## src/rtl/request_unit_pkg.sv

```systemverilog
// Shared types for the request unit: sequencing state encoding.
package request_unit_pkg;

    typedef enum logic [1:0] {
        FETCH  = 2'd0,
        DATA   = 2'd1,
        HALTED = 2'd2
    } reqstate_t;

endpackage

```

## src/rtl/sat_counter.sv

```systemverilog
// Saturating up-counter: sticks at all-ones instead of wrapping.
module sat_counter #(
    parameter int unsigned W = 32
) (
    input  logic         CLK,
    input  logic         RST,
    input  logic         inc,
    output logic [W-1:0] cnt
);

    always_ff @(posedge CLK) begin
        if (RST) begin
            cnt <= '0;
        end else if (inc && !(&cnt)) begin
            cnt <= cnt + 1'b1;
        end
    end

endmodule

```

## src/rtl/request_unit.sv

```systemverilog
// Turns decoded MemRead/MemWrite/halt into memory request handshakes,
// generates the PC advance enable, a sticky halt and performance counters.
module request_unit
    import request_unit_pkg::*;
#(
    parameter int unsigned CNT_W = 32
) (
    input  logic             CLK,
    input  logic             RST,
    input  logic             ihit,
    input  logic             dhit,
    input  logic             MemRead,
    input  logic             MemWrite,
    input  logic             halt,
    output logic             imemREN,
    output logic             dmemREN,
    output logic             dmemWEN,
    output logic             pc_en,
    output logic             halted,
    output logic [CNT_W-1:0] instr_cnt,
    output logic [CNT_W-1:0] dacc_cnt,
    output logic [CNT_W-1:0] stall_cnt
);

    reqstate_t state_q, state_d;
    logic      dren_d, dwen_d, halted_d;
    logic      instr_inc, dacc_inc, stall_inc;

    always_ff @(posedge CLK) begin
        if (RST) begin
            state_q <= FETCH;
            dmemREN <= 1'b0;
            dmemWEN <= 1'b0;
            halted  <= 1'b0;
        end else begin
            state_q <= state_d;
            dmemREN <= dren_d;
            dmemWEN <= dwen_d;
            halted  <= halted_d;
        end
    end

    always_comb begin
        state_d   = state_q;
        dren_d    = dmemREN;
        dwen_d    = dmemWEN;
        halted_d  = halted;
        pc_en     = 1'b0;
        imemREN   = (state_q != HALTED);
        instr_inc = 1'b0;
        dacc_inc  = 1'b0;
        stall_inc = 1'b0;
        case (state_q)
            FETCH: begin
                // dhit here is spurious and deliberately ignored
                if (!ihit) begin
                    stall_inc = 1'b1;
                end else if (halt) begin
                    state_d   = HALTED;
                    halted_d  = 1'b1;
                    instr_inc = 1'b1;
                end else if (MemWrite) begin
                    state_d = DATA;
                    dwen_d  = 1'b1;
                    dren_d  = 1'b0;
                end else if (MemRead) begin
                    state_d = DATA;
                    dren_d  = 1'b1;
                    dwen_d  = 1'b0;
                end else begin
                    pc_en     = 1'b1;
                    instr_inc = 1'b1;
                end
            end
            DATA: begin
                // Request held until dhit; control inputs and ihit ignored here
                if (dhit) begin
                    pc_en     = 1'b1;
                    dren_d    = 1'b0;
                    dwen_d    = 1'b0;
                    instr_inc = 1'b1;
                    dacc_inc  = 1'b1;
                    state_d   = FETCH;
                end else begin
                    stall_inc = 1'b1;
                end
            end
            HALTED: begin
                state_d = HALTED;
            end
            default: begin
                state_d = FETCH;
            end
        endcase
    end

    sat_counter #(.W(CNT_W)) u_instr_cnt (
        .CLK (CLK),
        .RST (RST),
        .inc (instr_inc),
        .cnt (instr_cnt)
    );

    sat_counter #(.W(CNT_W)) u_dacc_cnt (
        .CLK (CLK),
        .RST (RST),
        .inc (dacc_inc),
        .cnt (dacc_cnt)
    );

    sat_counter #(.W(CNT_W)) u_stall_cnt (
        .CLK (CLK),
        .RST (RST),
        .inc (stall_inc),
        .cnt (stall_cnt)
    );

endmodule

```

## config.mk

```make
export PLATFORM = sky130hd
export DESIGN_NAME = request_unit
export DESIGN_NICKNAME = d
export VERILOG_FILES = /design/src/rtl/request_unit_pkg.sv /design/src/rtl/sat_counter.sv /design/src/rtl/request_unit.sv
export SDC_FILE = /design/constraint.sdc
export NUM_CORES = 1
export LEC_CHECK = 0
export CAP_MARGIN = 10
export CORE_ASPECT_RATIO = 1.5
export CORE_MARGIN = 2
export CORE_UTILIZATION = 51
export DETAILED_ROUTE_END_ITERATION = 16
export GPL_ROUTABILITY_DRIVEN = 1
export PLACE_DENSITY = 0.85
export SLEW_MARGIN = 40
export SYNTH_ARGS = -nofsm -noshare
export SYNTH_HDL_FRONTEND = slang
export SYNTH_SLANG_ARGS = --single-unit
export TNS_END_PERCENT = 100
```

## constraint.sdc

```tcl
create_clock -name CLK -period 2.85 [get_ports CLK]
set_clock_uncertainty 0.15 [all_clocks]
set_input_delay 0.57 -clock CLK [delete_from_list [all_inputs] [get_ports CLK]]
set_output_delay 0.57 -clock CLK [all_outputs]
set_load 0.05 [all_outputs]
```

Word level (Yosys, flattened, before mapping) --
Cells that the tools add are included. W data, S select, Z words.
Storage, ports and cells: flip-flop bits (word level) 101, output and inout bits 101, logic and storage cells 62
Cells by class: $add $sub $neg 3, eq/ne operators 8, mux-type cells 30, reductions and logical operators 14
Operators with widths (count):
- $add A32 B1 Y32 const B | 3
- $reduce_and A32 Y1 | 3
- $mux W1 | 19
- $mux W2 | 5
- $pmux W1 S2 | 5
- $ne A2 B2 Y1 const B | 4
- $pmux W2 S3 | 1
- $reduce_and A3 Y1 | 2
- $reduce_and A5 Y1 | 1
- $ne A4 B4 Y1 const B | 1
- $logic_and A1 B1 Y1 | 3
- $logic_not A1 Y1 | 3
- $ne A3 B3 Y1 const B | 1
- $eq A2 B1 Y1 const B | 1
- $eq A2 B2 Y1 const B | 1
- $logic_not A2 Y1 | 1
- $reduce_bool A2 Y1 | 1

Depth between registers and ports, before layout --
Gate-level depths: netlist of the first run.
depth after elaboration 6, depth in mapped cells 8

By module --
Synthesis of the first run repeated with hierarchy kept, for this count alone.
Unflattened totals: cell total of the unflattened synthesis 606, area, all modules 5474.0 um^2
Modules (own cells, without submodules):
- sat_counter | instances 3, cells an instance 191, area each 1721.7 um^2, sequential area each 640.6 um^2
- request_unit | instances 1, cells an instance 33, area each 309.0 um^2, sequential area each 100.1 um^2

Worst setup path after synthesis of the first run --
Ideal clock, no wire load.
path kind reg-to-reg, start reg u_dacc_cnt.cnt[3], end reg u_dacc_cnt.cnt[29], library setup time 70 ps, arrival time 2692 ps, path slack -63 ps, cell stages (with the launch flop) 7, buffers on the path 1, path through dfxtp_1 -> nand4_2 -> or4_1 -> or4_1 -> buf_2 -> or4_1 -> a21oi_1
Between the ends: cells in the longest elaborated chain, start to end 3, elaborated cells on any way between the ends 4
Ends and longest elaborated chain:
- start, declared | line sat_counter.sv:8 | output logic [W-1:0] cnt
- start signal, assigned | line sat_counter.sv:15 | cnt <= cnt + 1'b1;
- parallel branches: the longest is 3 deep, another holds $add A32 B1 Y32
Several ways; the timed one is not identified. A chain may end at the register's enable or synchronous reset.

Final worst setup path of the first run --
start in ihit, end out pc_en
Between the ends: cells in the longest elaborated chain, start to end 2
Ends and longest elaborated chain:
- start, declared | line request_unit.sv:10 | input logic ihit,
- $mux W1 | line request_unit.sv:56 | if (!ihit) begin
- $pmux W1 S2 | line request_unit.sv:53 | case (state_q)
- end, declared | line request_unit.sv:18 | output logic pc_en,
No other way between the ends.

==> results of run 1 <==
## cells in the final DEF, fill, tap and decap left out, types with 25 or more instances in the layout
master / netlist / final
a21oi_1: 75 / 75
nand2_1: 37 / 37
or4_1: 31 / 31
nand4_1: 25 / 25
clkdlybuf4s50_1: 0 / 105
nand3_1: 32 / 32
dfxtp_1: 101 / 97
o31ai_1: 27 / 26
or3_1: 47 / 47
buf_4: 0 / 36
nor2_1: 37 / 37
o21ai_0: 45 / 45
## worst max-delay path, cell delays in order
cell and delay, ps:
clkdlybuf4s50_1 510, nand2b_1 110, or4_1 400, a21oi_1 280, buf_12 180
## cells by family (layout without fill, tap and decap cells)
family | Yosys count | after routing | synth area share, %
simple gates | 268 | 268 | 31.3
compound gates | 164 | 164 | 19.1
flops | 101 | 101 | 40.6
buf+inv | 43 | 176 | 3.32
xor+xnor | 14 | 14 | 2.46
mux | 11 | 11 | 2.39
fa+ha+maj | 3 | 3 | 0.754
## state kept, by name, indices dropped and copies added, names as in the netlist
| signal | cells |
|---|---|
| dmemREN | 1 |
| dmemWEN | 1 |
| halted | 1 |
| state_q | 2 |
| u_dacc_cnt.cnt | 32 |
| u_instr_cnt.cnt | 32 |
| u_stall_cnt.cnt | 32 |
## layout make-up
cell class	count	area (um^2)	area share, %
multi-input cells	460	2810	41.9
clock buffers	13	260	3.88
flip-flops and latches	101	2030	30.2
inverters	16	60.1	0.896
well taps	115	144	2.15
repair buffers	144	1380	20.6
clock inverters	3	18.8	0.280
## synthesized netlist by cell type, drive strengths merged (2+ instances only)
master     n
a21oi     75
nand4bb    3
o21ba      2
nand2     37
nand3     32
and4       7
ha         3
o21ai     45
buf        3
xor2       9
nor2      37
dfxtp    101
o31ai     28
or3       48
inv       16
o311ai     2
or4       31
nand4     28
nand3b     4
nor4       8
or2        3
xnor2      5
a211oi     4
mux2       7
a21o       3
o211ai     2
nor3      11
mux2i      4
and2       2
clkbuf    24
nor2b      6
and3       6
nand2b     2
## how the worst max path moves through the flow
stage	start	end	slack [ps]	cells after the start
after floorplan	u_dacc_cnt.cnt[6]	u_dacc_cnt.cnt[29]	10	6
after global placement	MemWrite	u_instr_cnt.cnt[22]	20	7
after detailed placement	MemWrite	u_instr_cnt.cnt[22]	-10	7
after CTS	ihit	pc_en	90	5
after global routing	ihit	pc_en	9	5
final	ihit	pc_en	80	5
## power breakdown
part	leakage, nW	internal, mW	switching [mW]	total (mW)
Clock	0.140	0.642	0.520	1.16
Combinational	1.13	0.0644	0.116	0.180
Sequential	0.816	1.42	0.0116	1.43
Total	2.09	2.13	0.647	2.78
## metrics by stage
stage,cell area (um^2),TNS (ps),setup WS (ps)
6_report,6700,0,76.9
5_1_grt,6700,0,8.78
4_1_cts,6700,0,93.3
3_5_place_dp,6420,-12.3,-12.3
3_3_place_gp,6400,0,18.8
2_1_floorplan,4980,0,11.1
## routing by layer
metal  wire length (um)  GRT usage, %  vias to the layer above
met5                  0             0                        -
met4                252          10.8                        0
met3                660          4.49                       21
met2               7040          44.0                      149
met1               5440          29.3                     2518
li1                   -             -                     2542
==> qor.csv, run 1 <==
metric,value,unit
status,"complete, no violations",
Core ar.,0.00958,mm^2
post-synthesis cell count,604,
leak pwr,2.09,nW
via count,5230,
DR vias/cell,6.14,
Util after Layout,70.0,%
Hold Crit Depth,2,
Die ar.,0.0106,mm^2
num rows,44,
Port Buffers,107,
final worst path period share,97.3,%
post-layout min period,2770,ps
Syn. warnings,0,
worst hold start,halted,
Final Instance Count excl. Fillers,852,
Filler Cell Count,779,
Cell Pwr Density,414,mW/mm^2
max-slew violation count,0,
Worst-Skew Late Latency,340,ps
post-DP HPWL,9530,um
worst flop-to-flop path endpoint,u_dacc_cnt.cnt[29],
post_cts resized,0,
Die Span Y,125,um
Remaining DRCs,0,
antenna violations before repair,0,
vias in the first global route,5002,
Yosys top cell area share,40.6,%
CTS Buffer Depth,2,
Tot Pwr,2.78,mW
WP data arrival,2050,ps
WL per Instance,15.7,um
final wirelength,13400,um
DIE WIDTH,84.7,um
"FF+latch count, synth",101,
Final nets,742,
first-pass GRT wire length,22500,um
TritonCTS clock tree,done,
Critical Path RT,2130,ps
TritonCTS buffer count,9,
critical setup path kind,in -> out,
RSZ-0062 raised after global routing,no,
largest net degree at the start of global routing,53,
Max Fclk,0.361,GHz
final hold vios,0,
mapped cell area,0.00498,mm^2
cell taking the most area after synthesis,dfxtp_1,
Placed Cells incl. Taps,836,
register area share after synthesis,40.6,%
WHS Endpoint,halted,
Clock Tree Root,clkbuf_16,
main area contributors after synthesis,"dfxtp_1, a21oi_1, or3_1",
Worst setup EP type,output port,
Worst VDD drop,0.375,mV
Post-synth EDFFs,0,
DRT iter0 DRCs,256,
GPL Wtd Cong,0.901,
clock slew at reported path FFs,60,ps
hold-fix buffers at CTS,0,
I/O pins,108,
Synth Flop Type,dfxtp_1,
Initial Util,52.0,%
layout cells sized above 1,10.9,%
CTS Sinks,101,
CTS HTree Levels,3,
post-CTS setup buffer count,0,
# diodes,0,
Final ANT Viol Nets,0,
minimum hold slack,352,ps
Synth async-reset ratio,0,%
Post-Synthesis Net Count,614,
Syn Area/Cell,8.24,um^2
Slew HR,56.2,%
number of distinct library cells after synthesis,46,
max cap viols,0,
Critical Path Source Type,input port,
worst-margin pin slew,653,ps
r2r setup slk,150,ps
Crit Reg-Reg Startpoint,u_dacc_cnt.cnt[5],
reg2reg path depth,5,
Layout Area Growth over Synthesis,34.7,%
critical-path maximum fanout,3,
Total GRT Usage,25.0,%
DRT Pass-1 Iters,5,
GRT overflow,0,
"Setup violations, final",0,
worst min-delay path class,reg -> reg,
(Power assumes the default switching activity.)
==> inputs of run 2 (changes only) <==
- SKIP_LAST_GASP: unset -> 1
==> results of run 2 <==
No change in the layout: final DEF, timing and power equal those of run 1.
==> inputs of run 3 (changes only) <==
- ABC_AREA: unset -> 1
- CORE_UTILIZATION: 51 -> 54
- PLACE_DENSITY: 0.85 -> 0.86
==> run 3 against run 2 <==
Core utilization decreased by 2.4 points. Clock power up 10%. Fmax rose by 13%. Worst hold slack worse by 35 ps. First-iteration DRC count up 43%. Cell area grew 15%. Sequential share of layout area fell by 4.0 points. Wire length is 27% higher. Worst setup slack gained 310 ps. Via count rose by 30%.
==> qor.csv, run 3 <==
metric,value,unit,change
status,"complete, no violations",,unchanged
Clock Tree Root,clkbuf_16,,unchanged
antenna violations before repair,0,,unchanged
most frequent cells in the layout,"nand2_1, nor2_1, clkdlybuf4s50_1",,"was clkdlybuf4s50_1, dfxtp_1, a21oi_1"
Syn Area/Cell,6.05,um^2,was 8.24 um^2
DIE WIDTH,91.8,um,was 84.7 um
Total GRT Usage,27.4,%,was 25.0%
Worst VDD drop,0.256,mV,was 0.375 mV
mapped cell area,0.00624,mm^2,was 0.00498 mm^2
Fin Setup TNS,0,ps,unchanged
# diodes,0,,unchanged
GPL Wtd Cong,0.959,,was 0.901
Syn. warnings,0,,unchanged
final instance area,0.00771,mm^2,was 0.00670 mm^2
Post-synth top cells,"nand2_1, nor2_1, dfxtp_1",,"was dfxtp_1, a21oi_1, or3_1"
top-count cell post-synth,nand2_1,,was dfxtp_1
critical setup path kind,reg -> out,,was in -> out
CTS Buffer Depth,2,,unchanged
Largest regs,"u_dacc_cnt.cnt (32), u_instr_cnt.cnt (32), u_stall_cnt.cnt (32)",,unchanged
clock slew at reported path FFs,70,ps,was 60 ps
Core ar.,0.0114,mm^2,was 0.00958 mm^2
vias in the first global route,6148,,was 5002
TritonCTS clock tree,done,,unchanged
register area share after synthesis,32.4,%,was 40.6%
I/O pins,108,,unchanged
Remaining DRCs,0,,unchanged
Critical Path RT,2130,ps,about the same
Post-synth EDFFs,0,,unchanged
DRT Pass-1 Iters,5,,unchanged
cell taking the most area after synthesis,dfxtp_1,,unchanged
Cell Pwr Density,402,mW/mm^2,was 414 mW/mm^2
worst-margin pin slew,646,ps,was 653 ps
Synth Flop Type,dfxtp_1,,unchanged
Critical Path Source Type,flip-flop,,was input port
r2r setup slk,540,ps,was 150 ps
RSZ-0062 raised after global routing,no,,unchanged
post-layout min period,2460,ps,was 2770 ps
TritonCTS buffer count,9,,unchanged
layout cells sized above 1,7.14,%,was 10.9%
final hold vios,0,,unchanged
DR vias/cell,5.31,,was 6.14
Initial Util,54.7,%,was 52.0%
max-slew violation count,0,,unchanged
first-pass GRT wire length,28100,um,was 22500 um
final worst path period share,86.4,%,was 97.3%
CTS Sinks,101,,unchanged
Synth async-reset ratio,0,%,unchanged
largest net degree at the start of global routing,61,,was 53
CTS HTree Levels,3,,unchanged
main area contributors after synthesis,"dfxtp_1, nand2_1, nor2_1",,"was dfxtp_1, a21oi_1, or3_1"
worst min-delay path class,reg -> reg,,unchanged
post-place instance area,0.00741,mm^2,was 0.00642 mm^2
Filler Cell Count,1027,,was 779
GRT overflow,0,,unchanged
WP data arrival,1740,ps,was 2050 ps
Worst-Skew Late Latency,350,ps,was 340 ps
hold-fix buffers at CTS,0,,unchanged
post-synthesis cell count,1031,,was 604
post-CTS setup buffer count,0,,unchanged
critical-path maximum fanout,5,,was 3
final wirelength,17000,um,was 13400 um
DRT iter0 DRCs,366,,was 256
Max Fclk,0.406,GHz,was 0.361 GHz
Final ANT Viol Nets,0,,unchanged
via count,6822,,was 5230
post-DP HPWL,12600,um,was 9530 um
Port Buffers,107,,unchanged
"most common cell after layout, fill and taps aside",nand2_1,,was clkdlybuf4s50_1
Yosys top cell area share,32.4,%,was 40.6%
Slew HR,56.9,%,was 56.2%
Die ar.,0.0124,mm^2,was 0.0106 mm^2
Die Span Y,136,um,was 125 um
WL per Instance,13.2,um,was 15.7 um
Worst setup EP type,output port,,unchanged
Register Area,0.00202,mm^2,was 0.00203 mm^2
"Setup violations, final",0,,unchanged
number of distinct library cells after synthesis,35,,was 46
max cap viols,0,,unchanged
multi-input logic area,0.00369,mm^2,was 0.00281 mm^2
"FF+latch count, synth",101,,unchanged
Post-Synthesis Net Count,1041,,was 614
Layout Area Growth over Synthesis,23.7,%,was 34.7%
post_cts resized,0,,unchanged
leak pwr,2.88,nW,was 2.09 nW
Final nets,1140,,was 742
num rows,48,,was 44
==> run 3: changes by cell type after synthesis, sizes merged, moves of 8 or more <==
cell / before / now
a21oi: 75 / 61
buf: 3 / 11
clkbuf: 24 / 14
inv: 16 / 97
nand2: 37 / 341
nand3: 32 / 83
nor2: 37 / 238
o21ai: 45 / 14
o31ai: 28 / 0
or3: 48 / 0
or4: 31 / 0
==> run 3: path summary, 6_finish.rpt <==
path | depth (start not counted) | from | endpoint
setup / recovery | 3 | state_q[0] | imemREN
hold / removal | 2 | dmemWEN | dmemWEN
setup reg to reg | 10 | u_stall_cnt.cnt[0] | u_stall_cnt.cnt[11]
hold reg to reg | 2 | dmemWEN | dmemWEN
==> run 3: metrics by stage <==
step	setup slack [ps]	instances	power [mW]	hold slack (ps)	util, %
global placement	329	1269	1.85	307	64.9
global route	339	1284	3.19	343	67.6
finish	386	1284	3.10	318	67.6
CTS	379	1284	3.12	319	67.6
detailed placement	293	1269	1.85	309	64.9
floorplan	612	1031	1.75	411	-
==> run 3: layer usage <==
metal  up-vias  GRT usage [%]  part of all wire, %
li1       3453              -                    -
met3        50           3.12                  4.2
met5         -              0                    0
met1      3097           31.5                   40
met2       222           50.4                   52
met4         0           12.7                  3.7
==> run 3: report_power, final <==
part / switching (mW) / internal [mW]
combinational: 0.238 / 0.107
sequential: 0.0355 / 1.44
clock: 0.552 / 0.731
==> run 3: area by class of cell <==
class                   count  share of cell area, %
multi-input cells         807                   47.9
clock buffers              11                   3.28
flip-flops and latches    101                   26.2
well taps                 150                   2.43
clock inverters             4                  0.714
repair buffers            113                   14.7
inverters                  98                   4.77
==> run 3: cells by family (layout without fill, tap and decap cells) <==
logic type                 count (synthesis)  count (layout)  share of synthesized area [%]
adders and majority gates                  3               3                          0.602
and+or+nand+nor                          707             707                           48.4
DFF                                      101             101                           32.4
xor gates and xnor gates                  20              20                           2.81
buffers and inverters                    123             226                           8.34
AOI/OAI and AO/OA                         77              77                           7.42
==> run 3: worst max-delay path, stage by stage (launching register included) <==
cell,delay [ps]
dfxtp_1,450
inv_2,80
nand2_1,80
clkdlybuf4s50_1,800
